--- src/rtl/eth_10g_pkg.sv ---
// eth_10g_pkg: sync-header constants, block-lock state type and header check
package eth_10g_pkg;
  localparam logic [1:0] SYNC_HDR_DATA = 2'b01;
  localparam logic [1:0] SYNC_HDR_CTRL = 2'b10;
  typedef enum logic [1:0] {RESET_CNT, TEST_SH, SLIP, SLIP_WAIT} lock_state_e;
  function automatic logic hdr_ok(input logic [1:0] hdr);
    return hdr == SYNC_HDR_DATA || hdr == SYNC_HDR_CTRL;
  endfunction
endpackage

--- src/rtl/eth_10g_block_assembler.sv ---
// eth_10g_block_assembler: pairs 32-bit gearbox words into 64-bit blocks with their header
module eth_10g_block_assembler (
  input  logic        i_clk,
  input  logic        i_rst,
  input  logic        i_flush,
  input  logic        i_lock,
  input  logic [31:0] i_rxdata,
  input  logic        i_rxdatavalid,
  input  logic [1:0]  i_rxheader,
  input  logic        i_rxheader_valid,
  output logic [63:0] o_block_data,
  output logic [1:0]  o_block_header,
  output logic        o_block_valid
);
  logic        have_q, have_d, valid_q, valid_d;
  logic [31:0] first_q, first_d;
  logic [1:0]  first_hdr_q, first_hdr_d, hdr_q, hdr_d;
  logic [63:0] data_q, data_d;
  always_comb begin
    have_d      = have_q;
    first_d     = first_q;
    first_hdr_d = first_hdr_q;
    data_d      = data_q;
    hdr_d       = hdr_q;
    valid_d     = 1'b0;
    if (i_flush) have_d = 1'b0;
    else if (i_rxdatavalid && i_rxheader_valid) begin
      have_d      = 1'b1;
      first_d     = i_rxdata;
      first_hdr_d = i_rxheader;
    end else if (i_rxdatavalid && have_q) begin
      have_d  = 1'b0;
      data_d  = {i_rxdata, first_q};
      hdr_d   = first_hdr_q;
      valid_d = i_lock;
    end
  end
  always_ff @(posedge i_clk)
    if (i_rst) begin
      have_q      <= 1'b0;
      valid_q     <= 1'b0;
      first_q     <= '0;
      first_hdr_q <= '0;
      data_q      <= '0;
      hdr_q       <= '0;
    end else begin
      have_q      <= have_d;
      valid_q     <= valid_d;
      first_q     <= first_d;
      first_hdr_q <= first_hdr_d;
      data_q      <= data_d;
      hdr_q       <= hdr_d;
    end
  assign o_block_data   = data_q;
  assign o_block_header = hdr_q;
  assign o_block_valid  = valid_q;
endmodule

--- src/rtl/eth_10g_block_lock.sv ---
// eth_10g_block_lock: 64b/66b sync-header block lock FSM with gearbox slip control
module eth_10g_block_lock
  import eth_10g_pkg::*;
#(
  parameter int SH_CNT_MAX       = 64,
  parameter int SH_INVALID_MAX   = 16,
  parameter int SLIP_WAIT_CYCLES = 32
) (
  input  logic        i_clk,
  input  logic        i_rst,
  input  logic [31:0] i_rxdata,
  input  logic        i_rxdatavalid,
  input  logic [1:0]  i_rxheader,
  input  logic        i_rxheader_valid,
  output logic        o_rxslip,
  output logic        o_block_lock,
  output logic [63:0] o_block_data,
  output logic [1:0]  o_block_header,
  output logic        o_block_valid,
  output logic [15:0] o_slip_count
);
  localparam int CW = $clog2(SH_CNT_MAX + 1);
  localparam int IW = $clog2(SH_INVALID_MAX + 1);
  localparam int WW = $clog2(SLIP_WAIT_CYCLES + 1);
  localparam logic [CW-1:0] CNT_MAX = CW'(SH_CNT_MAX);
  localparam logic [IW-1:0] INV_MAX = IW'(SH_INVALID_MAX);
  localparam logic [WW-1:0] WAIT_LAST = WW'(SLIP_WAIT_CYCLES - 1);
  lock_state_e   state_q, state_d;
  logic [CW-1:0] sh_cnt_q, sh_cnt_d, cnt_n;
  logic [IW-1:0] sh_inv_q, sh_inv_d, inv_n;
  logic [WW-1:0] wait_q, wait_d;
  logic          lock_q, lock_d;
  logic [15:0]   slip_cnt_q, slip_cnt_d;
  always_comb begin
    state_d    = state_q;
    sh_cnt_d   = sh_cnt_q;
    sh_inv_d   = sh_inv_q;
    wait_d     = wait_q;
    lock_d     = lock_q;
    slip_cnt_d = slip_cnt_q;
    cnt_n      = sh_cnt_q + CW'(1);
    inv_n      = sh_inv_q + IW'(!hdr_ok(i_rxheader));
    case (state_q)
      RESET_CNT: begin
        sh_cnt_d = '0;
        sh_inv_d = '0;
        state_d  = TEST_SH;
      end
      TEST_SH: if (i_rxheader_valid) begin
        sh_cnt_d = cnt_n;
        sh_inv_d = inv_n;
        if (lock_q) begin
          if (inv_n == INV_MAX) begin
            lock_d  = 1'b0;
            state_d = SLIP;
          end else if (cnt_n == CNT_MAX) state_d = RESET_CNT;
        end else if (!hdr_ok(i_rxheader)) state_d = SLIP;
        else if (cnt_n == CNT_MAX) begin
          lock_d  = 1'b1;
          state_d = RESET_CNT;
        end
      end
      SLIP: begin
        slip_cnt_d = slip_cnt_q == 16'hFFFF ? slip_cnt_q : slip_cnt_q + 16'd1;
        wait_d     = '0;
        state_d    = SLIP_WAIT;
      end
      default: begin
        wait_d  = wait_q + WW'(1);
        state_d = wait_q == WAIT_LAST ? RESET_CNT : SLIP_WAIT;
      end
    endcase
  end
  always_ff @(posedge i_clk)
    if (i_rst) begin
      state_q    <= RESET_CNT;
      sh_cnt_q   <= '0;
      sh_inv_q   <= '0;
      wait_q     <= '0;
      lock_q     <= 1'b0;
      slip_cnt_q <= '0;
    end else begin
      state_q    <= state_d;
      sh_cnt_q   <= sh_cnt_d;
      sh_inv_q   <= sh_inv_d;
      wait_q     <= wait_d;
      lock_q     <= lock_d;
      slip_cnt_q <= slip_cnt_d;
    end
  assign o_rxslip     = state_q == SLIP;
  assign o_block_lock = lock_q;
  assign o_slip_count = slip_cnt_q;
  eth_10g_block_assembler u_asm (
    .i_clk            (i_clk),
    .i_rst            (i_rst),
    .i_flush          (state_q == SLIP),
    .i_lock           (lock_q),
    .i_rxdata         (i_rxdata),
    .i_rxdatavalid    (i_rxdatavalid),
    .i_rxheader       (i_rxheader),
    .i_rxheader_valid (i_rxheader_valid),
    .o_block_data     (o_block_data),
    .o_block_header   (o_block_header),
    .o_block_valid    (o_block_valid)
  );
endmodule
--- config.mk ---
export PLATFORM = sky130hd
export DESIGN_NAME = eth_10g_block_lock
export DESIGN_NICKNAME = d
export VERILOG_FILES = /design/src/rtl/eth_10g_pkg.sv /design/src/rtl/eth_10g_block_assembler.sv /design/src/rtl/eth_10g_block_lock.sv
export SDC_FILE = /design/constraint.sdc
export NUM_CORES = 1
export LEC_CHECK = 0
export BUFFER_PORTS_ARGS = -buffer_cell sky130_fd_sc_hd__buf_2
export CAP_MARGIN = 20
export CORE_MARGIN = 4
export CORE_UTILIZATION = 45
export CTS_CLUSTER_DIAMETER = 40
export DETAILED_ROUTE_END_ITERATION = 7
export PLACE_DENSITY = 0.78
export SKIP_CTS_REPAIR_TIMING = 1
export SLEW_MARGIN = 15
export SYNTH_ARGS = -nofsm -noshare
export SYNTH_HDL_FRONTEND = slang
export SYNTH_SLANG_ARGS = --single-unit
--- constraint.sdc ---
create_clock -name i_clk -period 2.7 [get_ports i_clk]
set_clock_uncertainty 0.1 [all_clocks]
set_input_delay 0.54 -clock i_clk [delete_from_list [all_inputs] [get_ports i_clk]]
set_output_delay 0.54 -clock i_clk [all_outputs]
set_load 0.01 [all_outputs]
==> results.json <==
{
  "rows": 40,
  "ys.warnings.count": 0,
  "mappedNetlistNets": 726,
  "met3_length_um": 712,
  "grt-ovfl-total": 0,
  "clk-insertion-delay-late_ps": 410,
  "synth_xor_xnor_area_share": 0.006333,
  "cts_htree_levels": 4,
  "cp_data_required_time_ps": 2900,
  "worst_path_class_setup": "input pin to flop",
  "place.gp.congestion": 0.7929,
  "setup.worst_path.start_class": "input pin",
  "critical_path.startpoint": "i_rxheader[0]",
  "ios": 123,
  "top_signal_layer_used": "met4",
  "worst_path_max_delay_cell": "sky130_fd_sc_hd__a2111oi_0",
  "muxShareOfSynthArea": 0.02398,
  "finalSetupViolations": 0,
  "io_buffer_count": 122,
  "yosys.area.top_type": "sky130_fd_sc_hd__dfxtp_1",
  "met1_length_um": 5847,
  "count_of_nets_after_finishing": 831,
  "synth.yosys.seq_area_share": 0.5031,
  "first_pass_iters": 4,
  "timing.critical_path.arrival_ps": 2300,
  "maxClockFrequency_mhz": 475.1,
  "worst_r2r_endpoint": "state_q[0]",
  "num_antenna_cells": 0,
  "placed_cells": 916,
  "core_area_um2": 12010,
  "synth.avg_cell_area_um2": 8.099,
  "ys_types": 53,
  "worst_setup_path_endpoint": "state_q[0]",
  "netlist_top_cells_count": "sky130_fd_sc_hd__nand2_1, sky130_fd_sc_hd__dfxtp_1, sky130_fd_sc_hd__a21oi_1, sky130_fd_sc_hd__clkbuf_1, sky130_fd_sc_hd__nor2_1",
  "ff2ff_setup_slack_ps": 770,
  "timing.critical_path.max_delay_family": "compound AO/OA/AOI/OAI gates",
  "final_cells": 948,
  "drc": 0,
  "die-area_um2": 14130,
  "dieHeight_um": 118.9,
  "hp-class": "input pin to flop",
  "grt_first_pass_wirelength_um": 21550,
  "dp_hpwl_um": 8365,
  "synth_enable_flop_cells": 0,
  "grt_antenna_before_repair": 0,
  "drv_slew": 0,
  "grt_util_all_layers": 0.1854,
  "area_fraction_in_compound_gates_after_synthesis": 0.1574,
  "synth_top_family_by_area": "simple AND/OR/NAND/NOR gates",
  "post-synth-top-count-cell": "sky130_fd_sc_hd__nand2_1",
  "drt-initial-drc-count": 380,
  "postRouteWirelength_um": 13160,
  "critical-path-max-stage-delay_ps": 410,
  "ys_ff_latch": 139,
  "synth_cells": 683,
  "asyncSetResetFlopFracSynth": 0,
  "remaining_antenna_violation_count": 0,
  "dieWidth_um": 118.9,
  "tns_ps": 0,
  "worstPathBufferInverterCount": 2,
  "clk_transition_reported_paths_ps": 60,
  "status": "finished, final reports clean",
  "yosys_most_used_dff": "sky130_fd_sc_hd__dfxtp_1",
  "post-route-period-util": 0.7796,
  "num_cts_buffers": 17,
  "route.met2.wl_um": 6441,
  "cp_cell_sequence": "buf_2 -> xnor2_1 -> buf_4 -> ha_1 -> a31o_2 -> a2111oi_0 -> o21ai_0 -> a22o_1",
  "power_density_nw_per_um2": 670.9,
  "clock_sinks": 139,
  "post_synth_and_or_nand_nor_area_fraction": 0.2531,
  "worst_slew_margin_rel": 0.6595,
  "route.detailed.vias_per_inst": 5.229,
  "vias_after_detailed_routing": 4957,
  "critical_path_cell_count": 8,
  "grt_start_max_net_pins": 68,
  "power_leakage_nw": 2.781,
  "timing.reg2reg.worst_path_depth": 5,
  "critical_path_peak_fanout": 4,
  "root_buffer": "sky130_fd_sc_hd__clkbuf_16",
  "clock_path_buffers": 2,
  "max-cap-violations": 0,
  "route.detailed.wl_per_inst_um": 13.88,
  "timing_worst_slew_pin_value_ps": 510.7,
  "post_synth_main_area_contributors": "sky130_fd_sc_hd__dfxtp_1, sky130_fd_sc_hd__nand2_1, sky130_fd_sc_hd__a21oi_1, sky130_fd_sc_hd__clkbuf_1, sky130_fd_sc_hd__nor2_1",
  "irDropWorstVdd_mv": 0.3780,
  "tritoncts": "yes",
  "synth_adder_area_share": 0.01131,
  "grt_pass1_vias": 4521,
  "worstReg2RegStart": "sh_inv_q[0]",
  "flow.area_growth_from_synthesis_pct": 22.28,
  "final.min_clock_period_ps": 2105,
  "finalHoldViolations": 0,
  "final_layout_size_suffix_gt1_frac": 0.2247,
  "unrepaired_setup_endpoints_after_global_routing": "false",
  "initial_utilization": 0.4605,
  "critPathCaptureType": "flop",
  "synth.cell_area_um2": 5532,
  "post-synth-top-area-fraction": 0.5031,
  "layout.filler_cells": 1150
}
==> worst min path at each step <==
stage / depth (start not counted) / slack [ps] / to / start
after floorplan: 2 / 330 / u_asm.o_block_data[0] / u_asm.first_q[0]
after global placement: 2 / 340 / u_asm.o_block_header[1] / u_asm.first_hdr_q[1]
after detailed placement: 2 / 340 / u_asm.o_block_data[6] / u_asm.first_q[6]
after CTS: 3 / 250 / u_asm.first_q[27] / i_rxdata[27]
after global routing: 3 / 270 / u_asm.first_q[12] / i_rxdata[12]
final: 3 / 280 / u_asm.first_q[27] / i_rxdata[27]
==> area by class of cell <==
| class | count | area, µm² | share of cell area |
|---|---|---|---|
| sequential | 139 | 2783 | 0.4114 |
| clock buffer | 22 | 474.2 | 0.07011 |
| timing repair buffer | 132 | 725.7 | 0.1073 |
| inverter | 6 | 22.52 | 0.003330 |
| clock inverter | 10 | 67.56 | 0.009989 |
| multi-input combinational | 492 | 2507 | 0.3707 |
| tap | 147 | 183.9 | 0.02719 |
==> kinds of logic (layout without fill, tap and decap cells) <==
family,count (synthesis),in the layout
AOI/OAI and AO/OA,156,156
DFF,139,139
xor gates and xnor gates,4,4
buffers and inverters,52,170
adders and majority gates,5,5
muxes,12,12
and+or+nand+nor,315,315
==> power by group <==
| group | leakage, nW | internal, W | switching [W] | total [W] |
|---|---|---|---|---|
| Combinational | 1.39 | 0.000115 | 0.000198 | 0.000313 |
| Clock | 0.270 | 0.00124 | 0.000853 | 0.00210 |
| Sequential | 1.13 | 0.00210 | 0.0000284 | 0.00213 |
==> placed cells by master (no fill, tap or decap), types with 3 or more instances in the layout <==
cell,Yosys,final
sky130_fd_sc_hd__dfxtp_1,139,139
sky130_fd_sc_hd__clkinv_4,0,3
sky130_fd_sc_hd__a22oi_1,3,3
sky130_fd_sc_hd__nand4_1,10,10
sky130_fd_sc_hd__nand2_1,216,216
sky130_fd_sc_hd__or4_1,5,5
sky130_fd_sc_hd__a21oi_1,120,120
sky130_fd_sc_hd__clkinv_2,0,5
sky130_fd_sc_hd__nor3_1,14,13
sky130_fd_sc_hd__nor2_1,25,25
sky130_fd_sc_hd__buf_2,6,121
sky130_fd_sc_hd__mux2_2,8,8
sky130_fd_sc_hd__a21o_1,7,7
sky130_fd_sc_hd__a211oi_1,5,5
sky130_fd_sc_hd__clkbuf_16,0,17
sky130_fd_sc_hd__inv_1,5,5
sky130_fd_sc_hd__buf_12,0,3
sky130_fd_sc_hd__clkbuf_8,0,3
sky130_fd_sc_hd__o21ai_0,5,5
sky130_fd_sc_hd__nand2b_1,9,9
sky130_fd_sc_hd__a31oi_1,3,3
sky130_fd_sc_hd__nor2b_1,10,10
sky130_fd_sc_hd__and3_1,3,3
sky130_fd_sc_hd__buf_4,6,8
sky130_fd_sc_hd__ha_1,5,5
sky130_fd_sc_hd__a311oi_1,3,3
sky130_fd_sc_hd__nand3_1,5,5
==> metrics by stage <==
step	total power [W]	hold slack, ps	setup slack, ps	cell area (µm²)	utilization
final	0.004538	277.8	595.2	6764	0.5631
after global routing	0.004701	274.4	500.6	6764	0.5631
after CTS	0.004596	252.2	623.4	6764	0.5631
after detailed placement	0.002484	341.0	198.9	6222	0.5180
after global placement	0.002481	337.9	290.3	6222	0.5180
after floorplan	0.002375	332.1	623.4	5532	-
==> per-layer routing <==
layer / global-route usage / vias to the layer above
li1: - / 2518
met1: 0.2281 / 2320
met2: 0.3105 / 107
met3: 0.05508 / 12
met4: 0.06227 / 0
met5: 0 / -
==> tightest hold or removal path, delay by kind of cell <==
| family | cells | cell delay [ps] |
|---|---|---|
| compound gates | 1 | 50 |
| simple gates | 1 | 50 |
| buf+inv | 1 | 100 |
==> state kept, by name, summed over array words and instances (netlist names) <==
register and cells:
wait_q 6, u_asm.o_block_valid 1, o_block_lock 1, u_asm.have_q 1, sh_cnt_q 7, u_asm.o_block_data 64
o_slip_count 16, u_asm.o_block_header 2, u_asm.first_q 32, state_q 2, sh_inv_q 5, u_asm.first_hdr_q 2
No activity file was read; power rests on OpenSTA's default activity.
